## src/rtl/lfsr_bit_stats.sv

```systemverilog
// Per-period statistics for a serial pseudo-random bit stream: ones, zeroes, runs, longest run
// and balance, handed out through a valid/ready result slice with a sticky overrun flag.
module lfsr_bit_stats #(
  parameter int unsigned CNT_W   = 16,
  parameter int unsigned RUN_W   = 8,
  parameter int unsigned BAL_TOL = 64
) (
  input  logic             clk,
  input  logic             reset,
  input  logic             bit_in_i,
  input  logic             bit_valid_i,
  input  logic             period_tick_i,
  output logic [CNT_W-1:0] res_ones_o,
  output logic [CNT_W-1:0] res_zeroes_o,
  output logic [CNT_W-1:0] res_runs_o,
  output logic [RUN_W-1:0] res_longest_run_o,
  output logic             res_balanced_o,
  output logic             res_valid_o,
  input  logic             res_ready_i,
  output logic             res_overrun_o
);

  localparam logic [CNT_W:0] BalTol = (CNT_W + 1)'(BAL_TOL);

  typedef enum logic {StIdle, StAccum} state_e;

  state_e           state_q;
  logic [CNT_W-1:0] ones_q, zeroes_q, runs_q;
  logic [RUN_W-1:0] cur_run_q, longest_q;
  logic             last_bit_q;

  logic [CNT_W-1:0] res_ones_q, res_zeroes_q, res_runs_q;
  logic [RUN_W-1:0] res_longest_q;
  logic             res_balanced_q, res_valid_q, res_overrun_q;

  logic             tick;
  logic [RUN_W-1:0] longest_fin;
  logic [CNT_W:0]   diff;
  logic             balanced;

  function automatic logic [CNT_W-1:0] sat_cnt(input logic [CNT_W-1:0] v);
    return (&v) ? v : v + CNT_W'(1);
  endfunction

  function automatic logic [RUN_W-1:0] sat_run(input logic [RUN_W-1:0] v);
    return (&v) ? v : v + RUN_W'(1);
  endfunction

  always_comb begin
    tick        = period_tick_i & bit_valid_i;
    longest_fin = (cur_run_q > longest_q) ? cur_run_q : longest_q;
    if (ones_q >= zeroes_q) diff = {1'b0, ones_q} - {1'b0, zeroes_q};
    else                    diff = {1'b0, zeroes_q} - {1'b0, ones_q};
    balanced    = (diff <= BalTol);
  end

  always_ff @(posedge clk or posedge reset) begin
    if (reset) begin
      state_q        <= StIdle;
      ones_q         <= '0;
      zeroes_q       <= '0;
      runs_q         <= '0;
      cur_run_q      <= '0;
      longest_q      <= '0;
      last_bit_q     <= 1'b0;
      res_ones_q     <= '0;
      res_zeroes_q   <= '0;
      res_runs_q     <= '0;
      res_longest_q  <= '0;
      res_balanced_q <= 1'b0;
      res_valid_q    <= 1'b0;
      res_overrun_q  <= 1'b0;
    end else begin
      if (res_valid_q && res_ready_i) res_valid_q <= 1'b0;
      if (tick) begin
        // Snapshot uses accumulators as they stand, i.e. excluding the tick bit.
        if (state_q == StAccum) begin
          res_ones_q     <= ones_q;
          res_zeroes_q   <= zeroes_q;
          res_runs_q     <= runs_q;
          res_longest_q  <= longest_fin;
          res_balanced_q <= balanced;
          res_valid_q    <= 1'b1;
          if (res_valid_q && !res_ready_i) res_overrun_q <= 1'b1;
        end
        state_q    <= StAccum;
        ones_q     <= {{(CNT_W-1){1'b0}}, bit_in_i};
        zeroes_q   <= {{(CNT_W-1){1'b0}}, ~bit_in_i};
        runs_q     <= CNT_W'(1);
        cur_run_q  <= RUN_W'(1);
        longest_q  <= '0;
        last_bit_q <= bit_in_i;
      end else if (bit_valid_i && state_q == StAccum) begin
        if (bit_in_i) ones_q   <= sat_cnt(ones_q);
        else          zeroes_q <= sat_cnt(zeroes_q);
        if (bit_in_i == last_bit_q) begin
          cur_run_q <= sat_run(cur_run_q);
        end else begin
          longest_q <= longest_fin;
          cur_run_q <= RUN_W'(1);
          runs_q    <= sat_cnt(runs_q);
        end
        last_bit_q <= bit_in_i;
      end
    end
  end

  assign res_ones_o        = res_ones_q;
  assign res_zeroes_o      = res_zeroes_q;
  assign res_runs_o        = res_runs_q;
  assign res_longest_run_o = res_longest_q;
  assign res_balanced_o    = res_balanced_q;
  assign res_valid_o       = res_valid_q;
  assign res_overrun_o     = res_overrun_q;

endmodule

```

## config.mk

```make
export PLATFORM = sky130hd
export DESIGN_NAME = lfsr_bit_stats
export DESIGN_NICKNAME = d
export VERILOG_FILES = /design/src/rtl/lfsr_bit_stats.sv
export SDC_FILE = /design/constraint.sdc
export NUM_CORES = 1
export LEC_CHECK = 0
export CAP_MARGIN = 10
export CORE_MARGIN = 2
export CORE_UTILIZATION = 45
export DETAILED_ROUTE_END_ITERATION = 12
export MAX_ROUTING_LAYER = met4
export PLACE_DENSITY = 0.73
export SYNTH_ARGS = -nofsm -noshare
export SYNTH_HDL_FRONTEND = slang
export SYNTH_SLANG_ARGS = --single-unit
```

## constraint.sdc

```tcl
create_clock -name clk -period 4.5 [get_ports clk]
set_clock_uncertainty 0.15 [all_clocks]
set_input_delay 0.9 -clock clk [delete_from_list [all_inputs] [get_ports clk]]
set_output_delay 0.9 -clock clk [all_outputs]
set_load 0.01 [all_outputs]
```

==> flow_summary.ini <==
[worst_hold_path]
holdPathStages = 2
min_path_type = reg2reg
hold_end = res_zeroes_o[10]
hp-start = res_zeroes_o[10]

[yosys]
yosysSeqAreaShare_pct = 43.8
synth-seq-cells = 125
synth.distinct_cells = 68
synthesis.nets = 815
netlist_instances = 765
netlist_area_um2 = 7140
synth_edf_count = 0
ys_warn_count = 0
async_flop_share_pct = 100
synth.avg_cell_area_um2 = 9.34
synthFlopType = dfrtp_1

[power]
seq_power_share_pct = 34.0
leakagePower_nw = 3.81
intPower_w = 0.00258
clkPwrFrac_pct = 34.1
swShare_pct = 32.9
ir_worst_vdd_mv = 0.282
powerDensity_nw_per_um2 = 453
combPwrFrac_pct = 31.9
power_switching_w = 0.00126

[setup_path]
worstPathRequired_ps = 4710
r2r_end = res_balanced_o
cp_cell_sequence = inv_1, ha_1, nor2b_1, o31ai_1, a21oi_1, nor4b_2, or2_1, mux2_4, or4_1, nand3_1, a32o_1
timing.rr.start = ones_q[1]
reg2reg_depth = 11
crit_path_max_incr_delay_ps = 400
cp_num_buf_inv = 1
reg2reg_setup_slack_ps = 990
end_kind = register
crit_family = simple AND/OR/NAND/NOR gates
cpMaxStageDelayCell = dfrtp_1
cp.arrival_ps = 3720
crit_path_start_kind = register
criticalPathCategory = reg2reg
path_max_fanout = 8

[timing]
setup_viol = 0
setup_ws_ps = 988
maxSlewViolCount = 0
max_freq_ghz = 0.285
tns_ps = 0
finalHoldViolations = 0
finalCriticalPeriod_ps = 3510
fin_crit_sh_pct = 78.0
slew_headroom_pct = 47.1
worst_slew_pin_slew_ps = 794
grt_setup_unrepaired = false

[route]
drc_errors = 0
ant_nets = 0
vias = 5772
dr.pass1.iters = 6
drt-wirelength-per-cell_um = 16.7
first_iter_violations = 436
routed.top_layer = met4
routed_wl_um = 17500
route.met3.wl_um = 953
vias_per_cell = 5.53
wl_met1_um = 7940
wl_met2_um = 8220

[clock_tree]
cts_resized = 0
clock_latency_ps = 420
cts_tree = yes
htreeDepth = 4
cts.sinks = 125
cts_setup_buffers = 0
clk_path_buf_depth = 2
clock-root-buffer = clkbuf_16
ctsHoldBuffers = 0
clk_pin_slew_ps = 60
cts_buffers = 17

[die]
core_area_um2 = 15700
row_count = 46
start_util_pct = 45.5
die-width_um = 130
ios = 65
die_h_um = 130
die_area_um2 = 16900

[finish]
fin_nets = 867
final_common_cell = dfrtp_1
regArea_um2 = 3130
drive_gt1_share_pct = 7.49
final_util_pct = 54.0
final_cell_mix = 125 x dfrtp_1, 89 x nand2_1, 68 x o21ai_0, 65 x nor2_1, 64 x clkdlybuf4s50_1
diodes = 0
multi_input_comb_area_um2 = 3660
fill_cells = 1402
syn_to_final_growth_pct = 18.7

[run_status]
status = completed

[grt]
grt_max_degree = 66
gr-total-overflow = 0
first_global_vias = 5525
antenna_found_initial = 0
grt_usage_pct = 22.5
grt_pass1_wl_um = 28500

[place]
routabilityCongestion = 0.936
io_buffers = 64
dp_slack_ps = 929
post-dp-hpwl_um = 12500

[flow_run]
maxCapViolCount = 0
==> kinds of logic (layout without fill, tap and decap cells) <==
kind of cell	after synthesis	in the layout	synth area share, %
buffers and inverters	82	145	5.06
XOR/XNOR	52	52	6.37
AO/OA/AOI/OAI	174	174	15.6
multiplexers	26	26	3.96
adder cells (fa/ha/maj)	44	44	7.71
flip-flops	125	125	43.8
AND/OR/NAND/NOR	262	262	17.5
==> synth_stat cells (all sizes together) (6+ instances only) <==
cell	instances	area share (%)
dfrtp	125	44
a21oi	28	2.0
inv	47	2.5
a21o	9	0.95
nor4	6	0.53
nand4	11	0.96
and3	18	1.6
xor2	14	1.7
a31oi	9	0.79
nor3	13	0.91
nor2	65	3.4
a22o	8	0.98
mux2i	11	1.5
clkbuf	26	1.6
buf	9	0.95
mux2	15	2.4
or3	7	0.61
nand3	22	1.5
o21ai	69	4.8
xnor2	38	4.7
nand2	91	4.9
a211oi	6	0.63
ha	44	7.7
nor2b	7	0.61
==> worst min-delay path: stages (launching register included) <==
cell,delay (ps)
dfrtp_1,340
nand2_1,50
o21ai_0,60
==> sequential cells by signal, indices dropped and copies added (netlist names) <==
register and cells:
res_ones_o 16, res_longest_run_o 8, last_bit_q 1, zeroes_q 16
longest_q 8, res_zeroes_o 16, res_overrun_o 1, runs_q 16
res_balanced_o 1, ones_q 16, res_valid_o 1, cur_run_q 8
res_runs_o 16, state_q 1
==> layout make-up <==
cell class,instances,share of cell area [%]
Multi-Input combinational cell,558,43.2
Sequential cell,125,36.9
Timing Repair Buffer,68,8.06
Clock buffer,22,5.47
Tap cell,216,3.19
Inverter,47,2.11
Clock inverter,8,1.09
==> worst max-delay path by stage <==
stage	startpoint	to	slack, ps	depth (start not counted)
after floorplan	reset	cur_run_q[0]	120	1
after global placement	bit_in_i	runs_q[13]	940	9
after detailed placement	bit_in_i	runs_q[14]	930	9
after CTS	ones_q[1]	res_balanced_o	1010	11
after global routing	ones_q[1]	res_balanced_o	780	11
final	ones_q[1]	res_balanced_o	990	11
==> routing by layer <==
metal | vias to the layer above | global-route usage, %
met5 | - | -
met4 | 0 | 7.91
met3 | 29 | 4.63
met2 | 176 | 34.3
met1 | 2789 | 29.9
li1 | 2778 | -
==> power by group through the flow <==
stage | Sequential (W) | Clock, W | Combinational (W)
after CTS | 0.00131 | 0.00132 | 0.00122
after floorplan | 0.00132 | 0 | 0.000894
final | 0.00131 | 0.00131 | 0.00123
after global placement | 0.00132 | 0 | 0.00120
after global routing | 0.00132 | 0.00139 | 0.00134
after detailed placement | 0.00132 | 0 | 0.00121
==> through the flow <==
stage / power, W / instances / hold WS, ps / cell area (um2)
after CTS: 0.00385 / 1044 / 330 / 8480
after detailed placement: 0.00253 / 1014 / 317 / 7920
final: 0.00384 / 1044 / 324 / 8480
after global routing: 0.00404 / 1044 / 346 / 8480
after global placement: 0.00252 / 1014 / 309 / 7920
after floorplan: 0.00221 / 765 / 315 / 7140
No activity file was read; power rests on OpenSTA's default activity.
